===== src/rtl/apb_bridge_pkg.sv =====
// Shared definitions for the AHB-to-APB bridge: bus width defaults and the
// 3-bit APB controller state encoding used by the bridge top and its blocks.
package apb_bridge_pkg;

    localparam int APB_ADDR_W = 32;
    localparam int APB_DATA_W = 32;
    localparam int APB_NSLV   = 3;

    typedef enum logic [2:0] {
        ST_IDLE     = 3'd0,
        ST_WWAIT    = 3'd1,
        ST_WRITE    = 3'd2,
        ST_WRITEP   = 3'd3,
        ST_WENABLE  = 3'd4,
        ST_WENABLEP = 3'd5,
        ST_READ     = 3'd6,
        ST_RENABLE  = 3'd7
    } apb_state_e;

    // States in which the APB access phase (penable high) is in progress.
    function automatic logic is_access_state(apb_state_e s);
        return (s == ST_RENABLE) || (s == ST_WENABLE) || (s == ST_WENABLEP);
    endfunction

endpackage


===== src/rtl/apb_fsm_controller.sv =====
// APB back-end of the AHB-to-APB bridge: sequences setup/access phases and stalls
// the AHB master via hreadyout. Optional APB_PREADY_EN adds pready wait states.
module apb_fsm_controller
    import apb_bridge_pkg::*;
#(
    parameter int ADDR_W = APB_ADDR_W,
    parameter int DATA_W = APB_DATA_W,
    parameter int NSLV   = APB_NSLV
) (
    input  logic              hclk,
    input  logic              hresetn,
    input  logic              valid,
    input  logic              hwrite,
    input  logic              hwritereg,
    input  logic [ADDR_W-1:0] haddr,
    input  logic [ADDR_W-1:0] haddr1,
    input  logic [ADDR_W-1:0] haddr2,
    input  logic [DATA_W-1:0] hwdata,
    input  logic [DATA_W-1:0] hwdata1,
    input  logic [NSLV-1:0]   temp_selx,
    input  logic [DATA_W-1:0] prdata,
`ifdef APB_PREADY_EN
    input  logic              pready,
`endif
    output logic [NSLV-1:0]   pselx,
    output logic              penable,
    output logic              pwrite,
    output logic [ADDR_W-1:0] paddr,
    output logic [DATA_W-1:0] pwdata,
    output logic              hreadyout,
    output logic [DATA_W-1:0] hrdata
);

    apb_state_e        state_q, state_d;
    logic [NSLV-1:0]   pselx_q, pselx_d;
    logic              penable_q, penable_d;
    logic              pwrite_q, pwrite_d;
    logic [ADDR_W-1:0] paddr_q, paddr_d;
    logic [DATA_W-1:0] pwdata_q, pwdata_d;
    logic              hreadyout_q, hreadyout_d;
    logic              stall;

    // A slave that is not ready freezes the access phase in place.
`ifdef APB_PREADY_EN
    assign stall = is_access_state(state_q) & ~pready;
`else
    assign stall = 1'b0;
`endif

    always_comb begin
        state_d = state_q;
        case (state_q)
            ST_IDLE, ST_RENABLE, ST_WENABLE: begin
                if (valid && hwrite)       state_d = ST_WWAIT;
                else if (valid && !hwrite) state_d = ST_READ;
                else                       state_d = ST_IDLE;
            end
            ST_WWAIT:    state_d = valid ? ST_WRITEP : ST_WRITE;
            ST_WRITE:    state_d = valid ? ST_WENABLEP : ST_WENABLE;
            ST_WRITEP:   state_d = ST_WENABLEP;
            ST_READ:     state_d = ST_RENABLE;
            ST_WENABLEP: begin
                if (!hwritereg) state_d = ST_READ;
                else if (valid) state_d = ST_WRITEP;
                else            state_d = ST_WRITE;
            end
            default:     state_d = ST_IDLE;
        endcase
        if (stall) state_d = state_q;
    end

    // Outputs are registered on the transition and keyed on the state being entered.
    always_comb begin
        pselx_d     = pselx_q;
        penable_d   = penable_q;
        pwrite_d    = pwrite_q;
        paddr_d     = paddr_q;
        pwdata_d    = pwdata_q;
        hreadyout_d = 1'b1;
        if (stall) begin
            hreadyout_d = 1'b0;
        end else begin
            case (state_d)
                ST_READ: begin
                    pselx_d     = temp_selx;
                    paddr_d     = (state_q == ST_WENABLEP) ? haddr1 : haddr;
                    pwrite_d    = 1'b0;
                    penable_d   = 1'b0;
                    hreadyout_d = 1'b0;
                end
                ST_WRITE, ST_WRITEP: begin
                    pselx_d     = temp_selx;
                    pwrite_d    = 1'b1;
                    penable_d   = 1'b0;
                    hreadyout_d = (state_d == ST_WRITE);
                    // Pipelined writes arrive one stage later than a fresh write.
                    if (state_q == ST_WENABLEP) begin
                        paddr_d  = haddr2;
                        pwdata_d = hwdata1;
                    end else begin
                        paddr_d  = haddr1;
                        pwdata_d = hwdata;
                    end
                end
                ST_RENABLE, ST_WENABLE, ST_WENABLEP: begin
                    penable_d = 1'b1;
                end
                default: begin
                    pselx_d   = '0;
                    penable_d = 1'b0;
                end
            endcase
        end
    end

    always_ff @(posedge hclk or negedge hresetn) begin
        if (!hresetn) begin
            state_q     <= ST_IDLE;
            pselx_q     <= '0;
            penable_q   <= 1'b0;
            pwrite_q    <= 1'b0;
            paddr_q     <= '0;
            pwdata_q    <= '0;
            hreadyout_q <= 1'b1;
        end else begin
            state_q     <= state_d;
            pselx_q     <= pselx_d;
            penable_q   <= penable_d;
            pwrite_q    <= pwrite_d;
            paddr_q     <= paddr_d;
            pwdata_q    <= pwdata_d;
            hreadyout_q <= hreadyout_d;
        end
    end

    assign pselx     = pselx_q;
    assign penable   = penable_q;
    assign pwrite    = pwrite_q;
    assign paddr     = paddr_q;
    assign pwdata    = pwdata_q;
    assign hreadyout = hreadyout_q;
    assign hrdata    = prdata;

endmodule


===== config.mk =====
export PLATFORM = sky130hd
export DESIGN_NAME = apb_fsm_controller
export DESIGN_NICKNAME = d
export VERILOG_FILES = /design/src/rtl/apb_bridge_pkg.sv /design/src/rtl/apb_fsm_controller.sv
export SDC_FILE = /design/constraint.sdc
export NUM_CORES = 1
export LEC_CHECK = 0
export CAP_MARGIN = 5
export CORE_UTILIZATION = 25
export DETAILED_ROUTE_END_ITERATION = 10
export PLACE_DENSITY = 0.64
export SYNTH_ARGS = -nofsm -noshare
export SYNTH_HDL_FRONTEND = slang
export SYNTH_SLANG_ARGS = --single-unit

===== constraint.sdc =====
create_clock -name hclk -period 1.9 [get_ports hclk]
set_input_delay 0.38 -clock hclk [delete_from_list [all_inputs] [get_ports hclk]]
set_output_delay 0.38 -clock hclk [all_outputs]
set_load 0.1 [all_outputs]

======== Word-level counts from Yosys, hierarchy flattened ========
Index checks and enable logic that the tools add are counted.
Widths: inputs -> output; s select.
storage, ports and cells
  memory bits (read-only) ................. 0
  logic and storage cells ................. 43
  bits in writable memories ............... 0
  memories kept ........................... 0
  input port bits ......................... 200
  register bits after elaboration ......... 73
  bits in latches ......................... 0
operators by class
  bitwise logic cells ..................... 0
  shift-type cells ........................ 0
  reductions and logical operators ........ 9
  add/subtract/negate cells ............... 0
  $lt $le $gt $ge ......................... 0
  equal/unequal tests ..................... 13
  multipliers ............................. 0
  multiplexer cells ....................... 14
  divide/modulo/power cells ............... 0
operators by type and width
  cell                number
  $mux 32             3
  $pmux 32 s2         1
  $eq 3x3->1 const B  8
  $pmux 3 s6          1
  $eq 3x2->1 const B  4
  $mux 3              3
  $reduce_or 3->1     3
  $pmux 3 s2          1
  $pmux 1 s2          2
  $eq 3x1->1 const B  1
  $logic_not 3->1     1
  $mux 1              3
  $logic_and 1x1->1   2
  $reduce_bool 2->1   1
  $reduce_or 2->1     1
  $logic_not 1->1     1

======== Depth between registers and ports, before layout ========
  depth in word-level cells ............... 8
  gate-level depth with buffers ........... 8
  gate-level depth less buffers ........... 4

======== Worst setup path before layout ========
No wires, ideal clock.
  kind .................................... register -> register
  start ................................... reg state_q[0]
  end ..................................... reg paddr_q[12], in the netlist paddr[12]
  period minus slack after synthesis ...... 1.699 ns
  buffers on the path ..................... 3
  data required time ...................... 1.774 ns
  data arrival time ....................... 1.573 ns
  path slack .............................. 0.201 ns
  cell stages (with the launch flop) ...... 8
  cell sequence ........................... dfrtp_1 > buf_4 > nor2b_4 > buf_6 > nand2_8 > buf_6 > mux2_4 > a221o_1
on the way
  longest elaborated chain between the ends .. 6
  elaborated cells between the ends (all ways) .. 18
  those cells by class .................... eq/ne (10); mux (4); reduce/logical (4)
RTL lines
  item                                                     line                       text
  start: declaration                                       apb_fsm_controller.sv:34   apb_state_e state_q, state_d;
  start signal: assignment                                 apb_fsm_controller.sv:126  state_q <= state_d;
  $eq 3x3->1 / $logic_not 3->1 (equally long branches)     apb_fsm_controller.sv:52   case (state_q)
  $reduce_or 3->1                                          apb_fsm_controller.sv:52
  $pmux 3 s6                                               apb_fsm_controller.sv:52
  $eq 3x2->1                                               apb_fsm_controller.sv:83   case (state_d)
  $reduce_or 2->1                                          apb_fsm_controller.sv:83
  $pmux 32 s2 / $reduce_bool 2->1 (equally long branches)  -
  end signal: assignment                                   apb_fsm_controller.sv:130  paddr_q <= paddr_d;
  end: declaration                                         apb_fsm_controller.sv:38   logic [ADDR_W-1:0] paddr_q, paddr_d;
Parallel ways exist; a longest one is shown, timed or not.
A chain may end at the register's enable or synchronous reset.

======== Worst setup path after layout ========
  start ................................... in hwrite
  end ..................................... reg paddr_q[22], in the netlist paddr[22]
on the way
  longest elaborated chain between the ends .. 8
  elaborated cells between the ends (all ways) .. 12
  those cells by class .................... eq/ne (3); mux (4); reduce/logical (5)
RTL lines
  item                                                     line                      text
  start: declaration                                       apb_fsm_controller.sv:13  input logic hwrite,
  $logic_not 1->1                                          apb_fsm_controller.sv:55  else if (valid && !hwrite) state_d = ST_READ;
  $logic_and 1x1->1                                        apb_fsm_controller.sv:55
  $mux 3                                                   apb_fsm_controller.sv:55
  $mux 3 *                                                 apb_fsm_controller.sv:54  if (valid && hwrite) state_d = ST_WWAIT;
  $pmux 3 s6 *                                             apb_fsm_controller.sv:52
  $eq 3x2->1                                               apb_fsm_controller.sv:83
  $reduce_or 2->1                                          apb_fsm_controller.sv:83
  $pmux 32 s2 / $reduce_bool 2->1 (equally long branches)  -
Mark *: on every way between the ends. The rest lies on a longest branch, timed or not.

==> results.py <==
metrics = {
    "run_status": {
        "outcome": "complete, no violations",
    },
    "detailed_routing": {
        "drcViolationCount": 0,
        "finalWirelength_mm": 12.96,
        "num_vias": 3746,
        "wire_per_inst_um": 15.81,
        "drt_iter0_markers": 126,
        "dr.pass1.iters": 4,
        "ant_nets": 0,
        "vias_per_cell": 4.568,
    },
    "finish": {
        "final_cell_mix": "clkdlybuf4s50_1, dfrtp_1, buf_4, nand2_1, mux2i_1",
        "post-route-util_pct": 43.31,
        "mostFrequentLayoutCell": "clkdlybuf4s50_1",
        "antennaDiodeCount": 0,
        "area_delta_synth_final_pct": 66.79,
        "drive_gt1_share_pct": 24.01,
        "nNetsFinal": 799,
    },
    "clock_tree": {
        "cts.clk_slew.worst_paths_ps": 60,
        "cts.sinks": 73,
        "worstSkewPairLatency_ps": 330,
        "cts_root_buf": "clkbuf_16",
        "cts_setup_buffers": 0,
        "cts_buffers": 9,
        "cts_tree": "done",
        "cts_buffer_depth": 2,
        "cts_max_level": 3,
    },
    "power": {
        "leakagePower_nw": 3.212,
        "power_density_nw_per_um2": 2143,
        "ir_drop_mv": 1.076,
    },
    "synth": {
        "ys_warn_count": 0,
        "ys_types": 33,
        "ys_ff_latch": 73,
        "synthCells": 392,
        "syn_area_um2": 4170,
        "syn-num-nets": 592,
        "synth_sequential_area_ratio_pct": 43.83,
        "avgSynthCellArea_um2": 10.64,
    },
    "sta": {
        "slew_headroom_pct": 58.20,
        "rsz0062_at_grt": "false",
        "fmax_mhz": 553.0,
        "final_max_slew_viol_count": 0,
        "fin_crit_ps": 1808,
        "finalHoldViolations": 0,
        "finalSetupTns_ps": 0,
        "fin_worst_skew_ps": 9.760,
        "worst_slew_pin_slew_ps": 625.6,
        "setup_ws_ps": 91.63,
        "fin_crit_sh_pct": 95.18,
        "setup_viol": 0,
    },
    "worst_setup_path": {
        "start_kind": "input port",
        "cp_num_buf_inv": 2,
        "required_ps": 2110,
        "worstSetupEndpointType": "register",
        "crit_family": "buffers and inverters",
        "cp_max_fo": 20,
        "cpMaxStageDelayCell": "clkdlybuf4s50_1",
        "critPathMaxStageDelay_ps": 460,
        "path_class": "in -> reg",
        "worstPathCellList": "clkdlybuf4s50_1 -> nand2b_1 -> o22ai_1 -> mux2_2 -> buf_12 -> a221o_1",
        "worstPathArrival_ps": 2010,
    },
    "placement": {
        "io_buffers": 237,
        "dp_hpwl_mm": 10.40,
        "globalplace.congestion": 0.8412,
        "pre_cts_ws_ps": -527.7,
    },
    "global_route": {
        "grt_pass1_vias": 3847,
        "grt_max_degree": 67,
        "grtUsageTotal_pct": 14.74,
        "antenna_found_initial": 0,
        "grt-ovfl-total": 0,
        "grt_first_pass_wirelength_mm": 20.14,
    },
    "run": {
        "maxCapViolCount": 0,
    },
    "floorplanning": {
        "start_util_pct": 25.97,
        "fp.dieW_um": 131.2,
        "rows": 46,
        "die_area_um2": 17200,
        "fp.coreArea_um2": 16060,
        "ioPinCount": 302,
        "die_h_um": 131.2,
    },
    "worst_hold_path": {
        "hp-class": "in -> async",
    },
}
-- cells by family (layout without fill, tap and decap cells) --
group	Yosys count	after routing	share of synthesized area (%)
buffers and inverters	64	276	10.26
and+or+nand+nor	81	81	8.401
DFF	73	73	43.83
AOI/OAI and AO/OA	109	109	19.14
muxes	65	65	18.36
-- power by group --
group / switching, mW / internal [mW]
logic: 7.23 / 3.11
registers: 0.527 / 2.32
clock network: 0.661 / 1.05
total: 8.42 / 6.49
-- synth_stat cells, drive strengths merged --
| cell type | n | share of area (%) |
|---|---|---|
| a221oi | 5 | 1.1 |
| mux2i | 36 | 8.6 |
| o21a | 1 | 0.18 |
| o21ai | 33 | 4.0 |
| a31o | 1 | 0.21 |
| nand2 | 41 | 4.1 |
| clkbuf | 12 | 1.1 |
| nor3 | 4 | 0.48 |
| o22ai | 6 | 0.90 |
| dfrtp | 72 | 43 |
| nor2b | 1 | 0.33 |
| dfstp | 1 | 0.63 |
| and2 | 1 | 0.15 |
| a221o | 27 | 6.5 |
| a31oi | 2 | 0.30 |
| a21oi | 4 | 0.57 |
| clkinv | 1 | 0.090 |
| nor2 | 30 | 2.8 |
| a22oi | 27 | 4.9 |
| buf | 48 | 8.8 |
| nand2b | 3 | 0.45 |
| or2 | 1 | 0.15 |
| a22o | 3 | 0.63 |
| mux2 | 29 | 9.7 |
| inv | 3 | 0.27 |
-- layout make-up --
| class | instances | area (µm²) |
|---|---|---|
| Fill cell | 1455 | 9102 |
| Timing Repair Buffer | 256 | 2613 |
| Multi-Input combinational cell | 255 | 1924 |
| Sequential cell | 73 | 1828 |
| Tap cell | 216 | 270.3 |
| Clock buffer | 10 | 239.0 |
| Clock inverter | 6 | 66.31 |
| Inverter | 4 | 15.01 |
-- sequential cells by signal, summed over array words and instances, names as in the netlist --
name	count
state_q	3
pselx	3
penable	1
hreadyout	1
paddr	32
pwrite	1
pwdata	32
-- stage by stage --
| stage | cell area [µm²] | instances | hold WS, ps | power [mW] |
|---|---|---|---|---|
| 3_5_place_dp | 6645 | 804 | 376.1 | 13.30 |
| 3_3_place_gp | 6645 | 804 | 360.7 | 13.15 |
| 2_1_floorplan | 4170 | 392 | 84.41 | 10.68 |
| 4_1_cts | 6955 | 820 | 9.978 | 15.07 |
| 6_report | 6955 | 820 | 11.51 | 14.91 |
| 5_1_grt | 6955 | 820 | 39.97 | 15.60 |
-- routing by layer --
metal,GRT usage [%],up-vias,share of wire [%]
met5,0,-,0
met4,4.052,0,1.2
met3,4.707,13,9.1
met2,25.71,204,48
met1,17.21,1704,42
li1,-,1825,-
-- repair_timing --
| item | 4_1_cts | 5_1_grt |
|---|---|---|
| gates resized for setup | 1 | 0 |
| endpoints found under the setup margin | 27 | 0 |
| hold buffers | 0 | 0 |
-- worst paths after layout --
path / cells past startpoint / slack (ps) / from / to
max: 6 / 90 / hwrite / paddr[22]
min: 1 / 10 / hresetn / pselx[1]
max reg2reg: 6 / 180 / state_q[2] / pwdata[29]
min reg2reg: 2 / 480 / pwdata[1] / pwdata[1]
max in group asynchronous: 2 / 1310 / hresetn / pwrite
min in group hclk: 2 / 480 / pwdata[1] / pwdata[1]
No activity file was read; power rests on OpenSTA's default activity.
